### src/rtl/accumulator_pkg.sv
// Shared helpers for the multi-channel accumulator: channel-index sizing and
// the signed saturation limits of an accumulator of a given width.
package accumulator_pkg;

  function automatic int ch_idx_w(input int n);
    return (n > 1) ? $clog2(n) : 1;
  endfunction

  function automatic longint acc_max(input int w);
    return (longint'(1) << (w - 1)) - longint'(1);
  endfunction

  function automatic longint acc_min(input int w);
    return -(longint'(1) << (w - 1));
  endfunction

endpackage

### src/rtl/accumulator_sat_add.sv
// Combinational accumulate step: widened signed add, overflow detect, and
// clamp-or-wrap of the result back to the accumulator width.
module accumulator_sat_add
  import accumulator_pkg::*;
#(
  parameter int p_DATA_WIDTH = 8,
  parameter int p_ACC_WIDTH  = 16,
  parameter int p_SATURATE   = 1
) (
  input  logic signed [p_ACC_WIDTH-1:0]  acc_i,
  input  logic signed [p_DATA_WIDTH-1:0] summand_i,
  output logic signed [p_ACC_WIDTH-1:0]  result_o,
  output logic                           overflow_o
);

  localparam int SW = p_ACC_WIDTH + 1;
  localparam logic signed [p_ACC_WIDTH-1:0] SAT_MAX = p_ACC_WIDTH'(acc_max(p_ACC_WIDTH));
  localparam logic signed [p_ACC_WIDTH-1:0] SAT_MIN = p_ACC_WIDTH'(acc_min(p_ACC_WIDTH));

  logic [SW-1:0] sum;
  logic          ovf;

  // One guard bit is enough since the summand is never wider than the accumulator.
  always_comb begin
    sum = {acc_i[p_ACC_WIDTH-1], acc_i}
        + {{(SW - p_DATA_WIDTH){summand_i[p_DATA_WIDTH-1]}}, summand_i};
    ovf = sum[SW-1] ^ sum[SW-2];
    result_o = sum[p_ACC_WIDTH-1:0];
    if (ovf && (p_SATURATE != 0)) result_o = sum[SW-1] ? SAT_MIN : SAT_MAX;
  end

  assign overflow_o = ovf;

endmodule

### src/rtl/multi_channel_accumulator.sv
// Bank of independent signed accumulators with sticky overflow flags and a
// read-and-clear dump path that returns the result one cycle later.
module multi_channel_accumulator
  import accumulator_pkg::*;
#(
  parameter int p_DATA_WIDTH = 8,
  parameter int p_ACC_WIDTH  = 16,
  parameter int p_CHANNELS   = 4,
  parameter int p_SATURATE   = 1,
  localparam int CH_W        = ch_idx_w(p_CHANNELS)
) (
  input  logic                           i_CLK,
  input  logic                           i_RESET,
  input  logic                           i_CLK_EN,
  input  logic                           i_VALID,
  input  logic [CH_W-1:0]                i_CHANNEL,
  input  logic signed [p_DATA_WIDTH-1:0] i_SUMMAND,
  input  logic                           i_DUMP,
  output logic                           o_VALID,
  output logic [CH_W-1:0]                o_CHANNEL,
  output logic signed [p_ACC_WIDTH-1:0]  o_ACCUMULATION,
  output logic                           o_OVERFLOW
);

  logic [p_CHANNELS-1:0][p_ACC_WIDTH-1:0] acc_q, acc_d;
  logic [p_CHANNELS-1:0]                  sticky_q, sticky_d;
  logic                                   vld_q, vld_d;
  logic [CH_W-1:0]                        ch_q, ch_d;
  logic signed [p_ACC_WIDTH-1:0]          accum_q, accum_d;
  logic                                   ovf_q, ovf_d;

  logic                          in_range, accept, beat_ovf;
  logic signed [p_ACC_WIDTH-1:0] cur_acc, result;

  assign in_range = int'(i_CHANNEL) < p_CHANNELS;
  assign accept   = i_CLK_EN & i_VALID & in_range;
  assign cur_acc  = in_range ? acc_q[i_CHANNEL] : '0;

  accumulator_sat_add #(
    .p_DATA_WIDTH (p_DATA_WIDTH),
    .p_ACC_WIDTH  (p_ACC_WIDTH),
    .p_SATURATE   (p_SATURATE)
  ) u_add (
    .acc_i      (cur_acc),
    .summand_i  (i_SUMMAND),
    .result_o   (result),
    .overflow_o (beat_ovf)
  );

  // Output fields hold between pulses; only the valid strobe self-clears.
  always_comb begin
    acc_d    = acc_q;
    sticky_d = sticky_q;
    vld_d    = 1'b0;
    ch_d     = ch_q;
    accum_d  = accum_q;
    ovf_d    = ovf_q;
    if (accept) begin
      if (i_DUMP) begin
        acc_d[i_CHANNEL]    = '0;
        sticky_d[i_CHANNEL] = 1'b0;
        vld_d               = 1'b1;
        ch_d                = i_CHANNEL;
        accum_d             = result;
        ovf_d               = sticky_q[i_CHANNEL] | beat_ovf;
      end else begin
        acc_d[i_CHANNEL]    = result;
        sticky_d[i_CHANNEL] = sticky_q[i_CHANNEL] | beat_ovf;
      end
    end
  end

  always_ff @(posedge i_CLK) begin
    if (i_RESET) begin
      acc_q    <= '0;
      sticky_q <= '0;
      vld_q    <= 1'b0;
      ch_q     <= '0;
      accum_q  <= '0;
      ovf_q    <= 1'b0;
    end else begin
      acc_q    <= acc_d;
      sticky_q <= sticky_d;
      vld_q    <= vld_d;
      ch_q     <= ch_d;
      accum_q  <= accum_d;
      ovf_q    <= ovf_d;
    end
  end

  assign o_VALID        = vld_q;
  assign o_CHANNEL      = ch_q;
  assign o_ACCUMULATION = accum_q;
  assign o_OVERFLOW     = ovf_q;

endmodule

### config.mk
export PLATFORM = sky130hd
export DESIGN_NAME = multi_channel_accumulator
export DESIGN_NICKNAME = d
export VERILOG_FILES = /design/src/rtl/accumulator_pkg.sv /design/src/rtl/accumulator_sat_add.sv /design/src/rtl/multi_channel_accumulator.sv
export SDC_FILE = /design/constraint.sdc
export NUM_CORES = 1
export LEC_CHECK = 0
export ABC_AREA = 1
export BUFFER_PORTS_ARGS = -buffer_cell sky130_fd_sc_hd__buf_2
export CAP_MARGIN = 20
export CORE_ASPECT_RATIO = 2
export CORE_MARGIN = 5
export CORE_UTILIZATION = 30
export DETAILED_ROUTE_END_ITERATION = 10
export REMOVE_ABC_BUFFERS = 1
export SYNTH_ARGS = -nofsm -noshare
export SYNTH_HDL_FRONTEND = slang
export SYNTH_HIERARCHICAL = 1
export SYNTH_SLANG_ARGS = --single-unit
### constraint.sdc
create_clock -name i_CLK -period 3.4 [get_ports i_CLK]
set_input_delay 0.51 -clock i_CLK [delete_from_list [all_inputs] [get_ports i_CLK]]
set_output_delay 0.51 -clock i_CLK [all_outputs]
set_load 0.02 [all_outputs]
==> results of run 1 <==
worst min-delay path: cells and delay by family, from the launching register on:
kind | cells | cell delay (ns)
AOI/OAI and AO/OA | 1 | 0.05
DFF | 1 | 0.31
and+or+nand+nor | 1 | 0.06
stage by stage:
step	power [W]	hold WS, ns
after detailed placement	0.001631	0.4502
after global routing	0.002691	0.4838
after CTS	0.002611	0.4602
after floorplan	0.001412	0.4554
after global placement	0.001629	0.4479
final	0.002576	0.4573
routing by layer:
layer  up-vias  track usage  share of wire
li1       2200            -              -
met1      2053       0.1572           0.38
met2        87       0.2920           0.55
met3        38      0.02038          0.023
met4         0      0.09048          0.044
met5         -            0              0
cell usage after synthesis, types with 2 or more instances:
master,n,area [um2]
o21bai_1,2,15.01
inv_4,2,12.51
clkinv_4,2,17.52
nand2_2,33,206.5
nand2_1,126,473.0
xor2_1,8,70.07
nand2_4,5,56.30
nand4_1,3,18.77
nand3_1,32,160.2
nor2_1,38,142.6
ha_1,16,200.2
nor3_2,2,20.02
a22oi_1,25,187.7
nor2_8,3,60.06
clkbuf_1,8,30.03
nor3_1,2,10.01
o21ai_0,38,190.2
xnor2_1,2,17.52
a21oi_2,14,122.6
buf_6,8,90.09
a21oi_1,70,350.3
inv_2,6,22.52
dfxtp_1,88,1762
and2_1,2,12.51
inv_1,30,112.6
o21ai_1,24,120.1
a211oi_2,7,87.58
buf_4,8,60.06
nand3b_1,2,15.01
buf_2,11,55.05
cell families (layout without fill, tap and decap cells):
| group | Yosys count | in the layout | share of synthesized area |
|---|---|---|---|
| AND/OR/NAND/NOR | 252 | 252 | 0.2543 |
| adder cells (fa/ha/maj) | 17 | 17 | 0.04609 |
| XOR/XNOR | 10 | 10 | 0.01833 |
| AO/OA/AOI/OAI | 180 | 180 | 0.2247 |
| flip-flops | 88 | 88 | 0.3687 |
| buffers and inverters | 76 | 134 | 0.08798 |
cell type report:
cell class,instances,area (um2)
Inverter,40,165.2
Clock inverter,5,58.81
Multi-Input combinational cell,459,2596
Timing Repair Buffer,79,570.5
Sequential cell,88,1762
Fill cell,1695,10060
Tap cell,201,251.5
Clock buffer,10,229.0
flip-flops by register name (all words and copies together), names as in the netlist:
register        cells
o_VALID             1
o_ACCUMULATION     16
o_CHANNEL           2
acc_q              64
sticky_q            4
o_OVERFLOW          1
final timing paths:
check,from,slack [ns],cells after the start,to
setup / recovery,i_CHANNEL[0],0.34,20,acc_q[11]
hold / removal,o_ACCUMULATION[10],0.46,2,o_ACCUMULATION[10]
setup reg to reg,acc_q[48],0.60,18,sticky_q[3]
hold reg to reg,o_ACCUMULATION[10],0.46,2,o_ACCUMULATION[10]
report_power, final:
group	leakage (nW)	internal, W	switching (W)
combinational	1.72	0.000190	0.000328
clock	0.135	0.000565	0.000403
sequential	0.715	0.00107	0.0000191
total	2.57	0.00183	0.000751
==> impl_metrics.yaml, run 1 <==
finish:
  fin_area_um2: 5633
  final_cell_mix: "nand2_1, dfxtp_1, a21oi_1"
  stdcell_count: 882
  drive_gt1_frac: 0.2526
  fin_nets: 709
  diodes: 0
  fin_util: 0.3589
  syn_to_final_growth_pct: 17.88
  final_common_cell: "nand2_1"
cts:
  path_clk_slew_ns: 0.06
  clk_latency_ns: 0.35
  post_cts_buffers: 0
  cts_root_buf: "clkbuf_16"
  cts_resized: 0
  cts_sinks: 88
  numCtsBuffers: 9
  cts.path.max_buffers: 2
  cts_max_level: 3
  hold_buffers: 0
  tritoncts: "yes"
worst_setup_path:
  critPathKind: "in -> reg"
  critPathBufInv: 4
  path_max_fanout: 15
  cp_cell_sequence: "buf_2, nand2_2, inv_1, buf_4, a22oi_1, nand2_1, ha_1, nand2_1, nand2_1, nand2_1, nand2_1, a21oi_2, nand3_1, nand2_1, nand2_4, buf_4, nand2_1, nand2_2, nand2_1, a21oi_1"
  slowest_delay_ns: 0.36
  cp.required_ns: 3.61
  path_common_cell: "nand2_1"
  slowest_stage: "ha_1"
  start_kind: "input pin"
  cp-end-kind: "flop"
  crit_arrival_ns: 3.26
  path_delay_family: "simple AND/OR/NAND/NOR gates"
floorplanning:
  fp.dieH_um: 188.5
  core-area_um2: 15700
  initial_core_util: 0.3044
  die_w_um: 99.24
  io_pins: 35
  rows: 65
  die-area_um2: 18700
pwr:
  ir_worst_vdd_v: 0.0002074
  p_leak_nw: 2.571
  powerDensity_nw_per_um2: 457.3
placement:
  gp_congestion: 0.8401
  io_buffers: 34
  placed_area_um2: 5345
  dp_hpwl_um: 10130
  pre_cts_slack_ns: -0.01459
  place_inst: 867
sta:
  setup_viol: 0
  finalCritPeriodShare: 0.8996
  fin_setup_tns_ns: 0
  setup_ws_ns: 0.3414
  final.setup_skew_ns: 0.008226
  rsz0062_at_grt: "false"
  finalMaxSlewViolations: 0
  finalCriticalPeriod_ns: 3.059
  hold_viol: 0
  tightestPinTransition_ns: 0.9189
  fmax_ghz: 0.3270
  slew_headroom: 0.3874
route:
  vias: 4378
  dr.pass1.iters: 5
  dr.first_iter.drc_count: 237
  wl_um: 13970
  wl_per_cell_um: 15.84
  drc: 0
  via_per_inst: 4.964
  ant_nets: 0
grt:
  grt_overflow: 0
  grt_max_degree: 62
  grt_pass1_wl_um: 22530
  gr-usage-all-layers: 0.1547
  first_global_vias: 4450
  antenna_found_initial: 0
synthesis:
  yosys_warnings: 6
  syn-cell-area_um2: 4778
  synthCells: 623
  synthFlopType: "dfxtp_1"
  syn_avg_cell_area_um2: 7.670
  async_reset_ff_frac: 0
  yosysUniqueCellTypes: 36
  synth_sequential_area_ratio: 0.3687
  synth_seq_cells: 88
  synth_edf_count: 0
run_status:
  outcome: "finished clean"
worst_hold_path:
  hold_path.class: "reg -> reg"
run:
  maxCapViolations: 0
Power figures use the tool's default switching activity.
==> run 2, diff against run 1 <==
--- a/config.mk
+++ b/config.mk
@@ -6,7 +6,7 @@
 export NUM_CORES = 1
 export LEC_CHECK = 0
 export ABC_AREA = 1
-export BUFFER_PORTS_ARGS = -buffer_cell sky130_fd_sc_hd__buf_2
+export BUFFER_PORTS_ARGS = -buffer_cell sky130_fd_sc_hd__buf_4
 export CAP_MARGIN = 20
 export CORE_ASPECT_RATIO = 2
 export CORE_MARGIN = 5
==> constraint.sdc (replaced) <==
create_clock -name i_CLK -period 3.4 [get_ports i_CLK]
set_input_delay 0.51 -clock i_CLK [delete_from_list [all_inputs] [get_ports i_CLK]]
set_output_delay 0.51 -clock i_CLK [all_outputs]
set_load 0.1 [all_outputs]
==> run 2 against run 1 <==
  * Worst hold slack better by 0.0051 ns
  * Core utilization about the same
  * Wire length up 0.92%
  * Combinational power rose by 10%
  * First-iteration DRC count decreased by 0.42%
  * Flip-flop and latch count is the same
  * Die area unchanged
  * Clock-buffer cell count rose by 3
  * Design area about the same
  * Largest power group unchanged
==> impl_metrics.yaml, run 2 (synthesis results as in run 1) <==
grt:
  antenna_found_initial: 0
  grt_pass1_wl_um: 22340
  first_global_vias: 4431
  gr-usage-all-layers: 0.1530
  grt_overflow: 0
  grt_max_degree: 44
worst_setup_path:
  crit_arrival_ns: 3.37
  cp-end-kind: "flop"
  path_max_fanout: 14
  critPathKind: "in -> reg"
  start_kind: "input pin"
  cp.required_ns: 3.68
pwr:
  p_int_w: 0.001859
  powerDensity_nw_per_um2: 472.9
  p_leak_nw: 2.543
  p_clk_frac: 0.375
  seqPwrFrac: 0.410
  p_sw_w: 0.0008035
  swShare: 0.3018
  ir_worst_vdd_v: 0.0002263
  comb_power_share: 0.215
  finalPower_w: 0.002663
finish:
  diodes: 0
  final_cell_mix: "nand2_1, dfxtp_1, a21oi_1"
  num-fill-cells: 1650
  fin_nets: 699
  largest_reg_flops: 64
  stdcell_count: 873
  drive_gt1_frac: 0.2396
  syn_to_final_growth_pct: 17.83
  top_register: "acc_q"
  fin_util: 0.3587
  final_common_cell: "nand2_1"
floorplanning:
  io_pins: 35
  die_w_um: 99.24
  core-area_um2: 15700
  die-area_um2: 18700
  fp.dieH_um: 188.5
  rows: 65
  initial_core_util: 0.3044
route:
  wl_per_cell_um: 16.15
  dr.pass1.iters: 4
  ant_nets: 0
  vias: 4306
  dr.first_iter.drc_count: 236
  via_per_inst: 4.932
  wl_um: 14100
  drc: 0
placement:
  gp_congestion: 0.9321
  place_inst: 857
  io_buffers: 34
  dp_hpwl_um: 10280
sta:
  fin_setup_tns_ns: 0
  tightestPinTransition_ns: 0.8097
  hold_viol: 0
  rsz0062_at_grt: "false"
  finalCriticalPeriod_ns: 3.091
  setup_viol: 0
  final.setup_skew_ns: 0.005740
  slew_headroom: 0.4589
  whs_ns: 0.4624
  finalMaxSlewViolations: 0
  finalCritPeriodShare: 0.9091
  fmax_ghz: 0.3235
worst_hold_path:
  hold_path.class: "reg -> reg"
cts:
  cts.path.max_buffers: 2
  cts_max_level: 3
  path_clk_slew_ns: 0.06
  cts_root_buf: "clkbuf_16"
  cts_resized: 0
  cts_sinks: 88
  hold_buffers: 0
  tritoncts: "yes"
  clk_latency_ns: 0.34
  numCtsBuffers: 9
  post_cts_buffers: 0
run_status:
  outcome: "finished clean"
run:
  maxCapViolations: 0
## run 2: changes by cell type in the layout (fill, tap and decap cells not counted), sizes merged
| cell | before | now |
|---|---|---|
| clkinvlp | 2 | 0 |
| buf | 79 | 69 |
| clkbuf | 10 | 13 |
## run 2: worst paths after layout
kind	from	end	slack, ns	depth (start not counted)
max	i_CHANNEL[0]	acc_q[16]	0.31	20
min reg2reg	o_CHANNEL[0]	o_CHANNEL[0]	0.46	2
min	o_CHANNEL[0]	o_CHANNEL[0]	0.46	2
max reg2reg	acc_q[0]	acc_q[16]	0.56	19
## run 2: power by group through the flow
stage / registers (W) / logic, W / clock network [W]
finish: 0.00109 / 0.000572 / 0.000998
global route: 0.00110 / 0.000619 / 0.00106
CTS: 0.00109 / 0.000574 / 0.00102
detailed placement: 0.00111 / 0.000572 / 0
global placement: 0.00111 / 0.000572 / 0
floorplan: 0.00119 / 0.000291 / 0
## run 2: final cells by class
cell class | instances | area (um2) | share of cell area
Inverter | 40 | 165.2 | 0.02933
Timing Repair Buffer | 69 | 555.5 | 0.09867
Clock inverter | 3 | 40.04 | 0.007111
Multi-Input combinational cell | 459 | 2596 | 0.4611
Tap cell | 201 | 251.5 | 0.04467
Clock buffer | 13 | 260.3 | 0.04622
Sequential cell | 88 | 1762 | 0.3129
## run 2: critical path: stages
cell and delay, ns:
buf_4 0.16, nand2_2 0.07, inv_1 0.13, buf_4 0.18
a22oi_1 0.17, nand2_1 0.08, ha_1 0.38, a21oi_2 0.22
nand2_1 0.10, a21oi_2 0.19, nand2_1 0.09, nand2_2 0.09
nand2_4 0.06, nand2_4 0.21, nand2_2 0.06, nand2_1 0.11
inv_1 0.05, nor2_1 0.24, o21ai_0 0.14, nor2_1 0.11
## run 2: layer usage
metal / GRT usage / wire [um] / up-vias
li1: - / - / 2182
met1: 0.1577 / 5299 / 2006
met2: 0.2868 / 7837 / 82
met3: 0.01704 / 387 / 36
met4: 0.09311 / 574 / 0
met5: 0 / 0 / -
## run 2: metrics by stage
step	setup slack (ns)	instance area (um2)
after floorplan	0.2377	4523
after global placement	0.02445	5330
after detailed placement	-0.04047	5330
after CTS	0.3210	5630
after global routing	0.01917	5630
final	0.3092	5630
==> run 3, diff against run 2 <==
--- a/config.mk
+++ b/config.mk
@@ -10,8 +10,9 @@
 export CAP_MARGIN = 20
 export CORE_ASPECT_RATIO = 2
 export CORE_MARGIN = 5
-export CORE_UTILIZATION = 30
+export CORE_UTILIZATION = 55
 export DETAILED_ROUTE_END_ITERATION = 10
+export PLACE_DENSITY = 0.74
 export REMOVE_ABC_BUFFERS = 1
 export SYNTH_ARGS = -nofsm -noshare
 export SYNTH_HDL_FRONTEND = slang
==> run 3 against run 2 <==
  * Fmax is 1.9% higher
  * Combinational power is 3.8% lower
  * Core utilization is 27 points higher
  * Critical endpoint is now acc_q[13]
==> impl_metrics.yaml, run 3 (synthesis results as in run 1) <==
grt:
  grt_overflow: 0
  antenna_found_initial: 0
  first_global_vias: 4366
  grt_pass1_wl_um: 21040
  grt_max_degree: 47
  gr-usage-all-layers: 0.2402
floorplanning:
  fp.dieH_um: 141.8
  core-area_um2: 8588
  die-area_um2: 10770
  initial_core_util: 0.5564
  rows: 48
  die_w_um: 75.91
  io_pins: 35
placement:
  dp_hpwl_um: 8796
  placed_area_um2: 5044
  io_buffers: 34
  gp_congestion: 0.9071
  place_inst: 738
route:
  m1WireLength_um: 5078
  ant_nets: 0
  dr.first_iter.drc_count: 311
  dr.pass1.iters: 5
  top_layer: "met4"
  wl_per_cell_um: 16.84
  wl_met2_um: 6617
  drc: 0
  vias: 4389
  wl_met3_um: 594
  wl_um: 12700
  via_per_inst: 5.821
worst_setup_path:
  crit_arrival_ns: 3.31
  path_delay_family: "simple AND/OR/NAND/NOR gates"
  path_common_cell: "nand2_1"
  cp.required_ns: 3.67
  critPathKind: "in -> reg"
  path_max_fanout: 17
  worst-r2r-cell-count: 17
  cp-end-kind: "flop"
  slowest_stage: "ha_1"
  start_kind: "input pin"
  cp.depth: 17
  critPathBufInv: 2
  cp_cell_sequence: "buf_4, buf_4, nor2_8, a22oi_1, nand2_1, ha_1, a21oi_1, nand2_1, a21oi_2, nand2_2, nand2_2, nand2_1, nand2_4, nand3_1, nand2_2, nand2_1, a211oi_2"
  slowest_delay_ns: 0.31
sta:
  tightestPinTransition_ns: 0.7730
  finalCritPeriodShare: 0.8923
  hold_viol: 0
  setup_viol: 0
  fmax_ghz: 0.3296
  finalCriticalPeriod_ns: 3.034
  final.setup_skew_ns: 0.008805
  slew_headroom: 0.4834
  rsz0062_at_grt: "false"
  fin_setup_tns_ns: 0
  finalMaxSlewViolations: 0
finish:
  diodes: 0
  final_common_cell: "nand2_1"
  syn_to_final_growth_pct: 12.44
  drive_gt1_frac: 0.2217
  fin_area_um2: 5373
  top_register: "acc_q"
  final_cell_mix: "nand2_1, dfxtp_1, a21oi_1"
  fin_nets: 681
  largest_reg_flops: 64
  stdcell_count: 754
cts:
  hold_buffers: 0
  numCtsBuffers: 9
  cts_resized: 0
  cts_root_buf: "clkbuf_16"
  clk_latency_ns: 0.35
  cts_max_level: 3
  post_cts_buffers: 0
  path_clk_slew_ns: 0.07
  cts.path.max_buffers: 2
  cts_sinks: 88
  tritoncts: "yes"
pwr:
  p_leak_nw: 2.452
  ir_worst_vdd_v: 0.0005212
  powerDensity_nw_per_um2: 507.4
run:
  maxCapViolations: 0
run_status:
  outcome: "finished clean"
worst_hold_path:
  whs_path_depth: 2
  hold_path.class: "reg -> reg"
[run 3: cell count changes in the layout (fill, tap and decap cells not counted), sizes merged]
cell      before  now
clkinv         4    3
inv           38   40
bufinv         1    2
buf           69   51
clkinvlp       0    2
clkbuf        13    9
[run 3: power by group]
part	leakage [nW]	switching (W)	internal [W]
Sequential	0.715	0.0000198	0.00107
Combinational	1.58	0.000382	0.000168
Clock	0.154	0.000433	0.000652
[run 3: final cells by class]
cell class	count	area (um2)
Timing Repair Buffer	51	395.4
Sequential cell	88	1762
Inverter	40	165.2
Clock inverter	7	103.9
Fill cell	778	3216
Clock buffer	9	225.2
Tap cell	100	125.1
Multi-Input combinational cell	459	2596
[run 3: per-stage QoR]
step	total power, W	hold slack [ns]	utilization	setup WS [ns]
floorplan	0.001479	0.4554	-	0.2377
global placement	0.001647	0.4488	0.5873	0.04818
detailed placement	0.001657	0.4532	0.5873	0.009418
CTS	0.002739	0.4635	0.6256	0.3766
global route	0.002833	0.4848	0.6256	0.1269
finish	0.002726	0.4605	0.6256	0.3662
[run 3: routing by layer]
metal | GRT usage | up-vias
met5 | 0 | -
met4 | 0.1220 | 0
met3 | 0.03875 | 35
met2 | 0.4241 | 138
met1 | 0.2751 | 2052
li1 | - | 2164
[run 3: worst reg2reg max path, delay by kind of cell, from the launching register on]
kind	cells	cell delay, ns
and+or+nand+nor	13	1.31
DFF	1	0.32
AOI/OAI and AO/OA	2	0.47
adders and majority gates	2	0.63
[run 3: path summary, 6_finish.rpt]
check	startpoint	to	slack (ns)
min reg2reg	o_CHANNEL[0]	o_CHANNEL[0]	0.46
max	i_CHANNEL[1]	acc_q[13]	0.37
max reg2reg	acc_q[48]	acc_q[13]	0.60
min	o_CHANNEL[0]	o_CHANNEL[0]	0.46
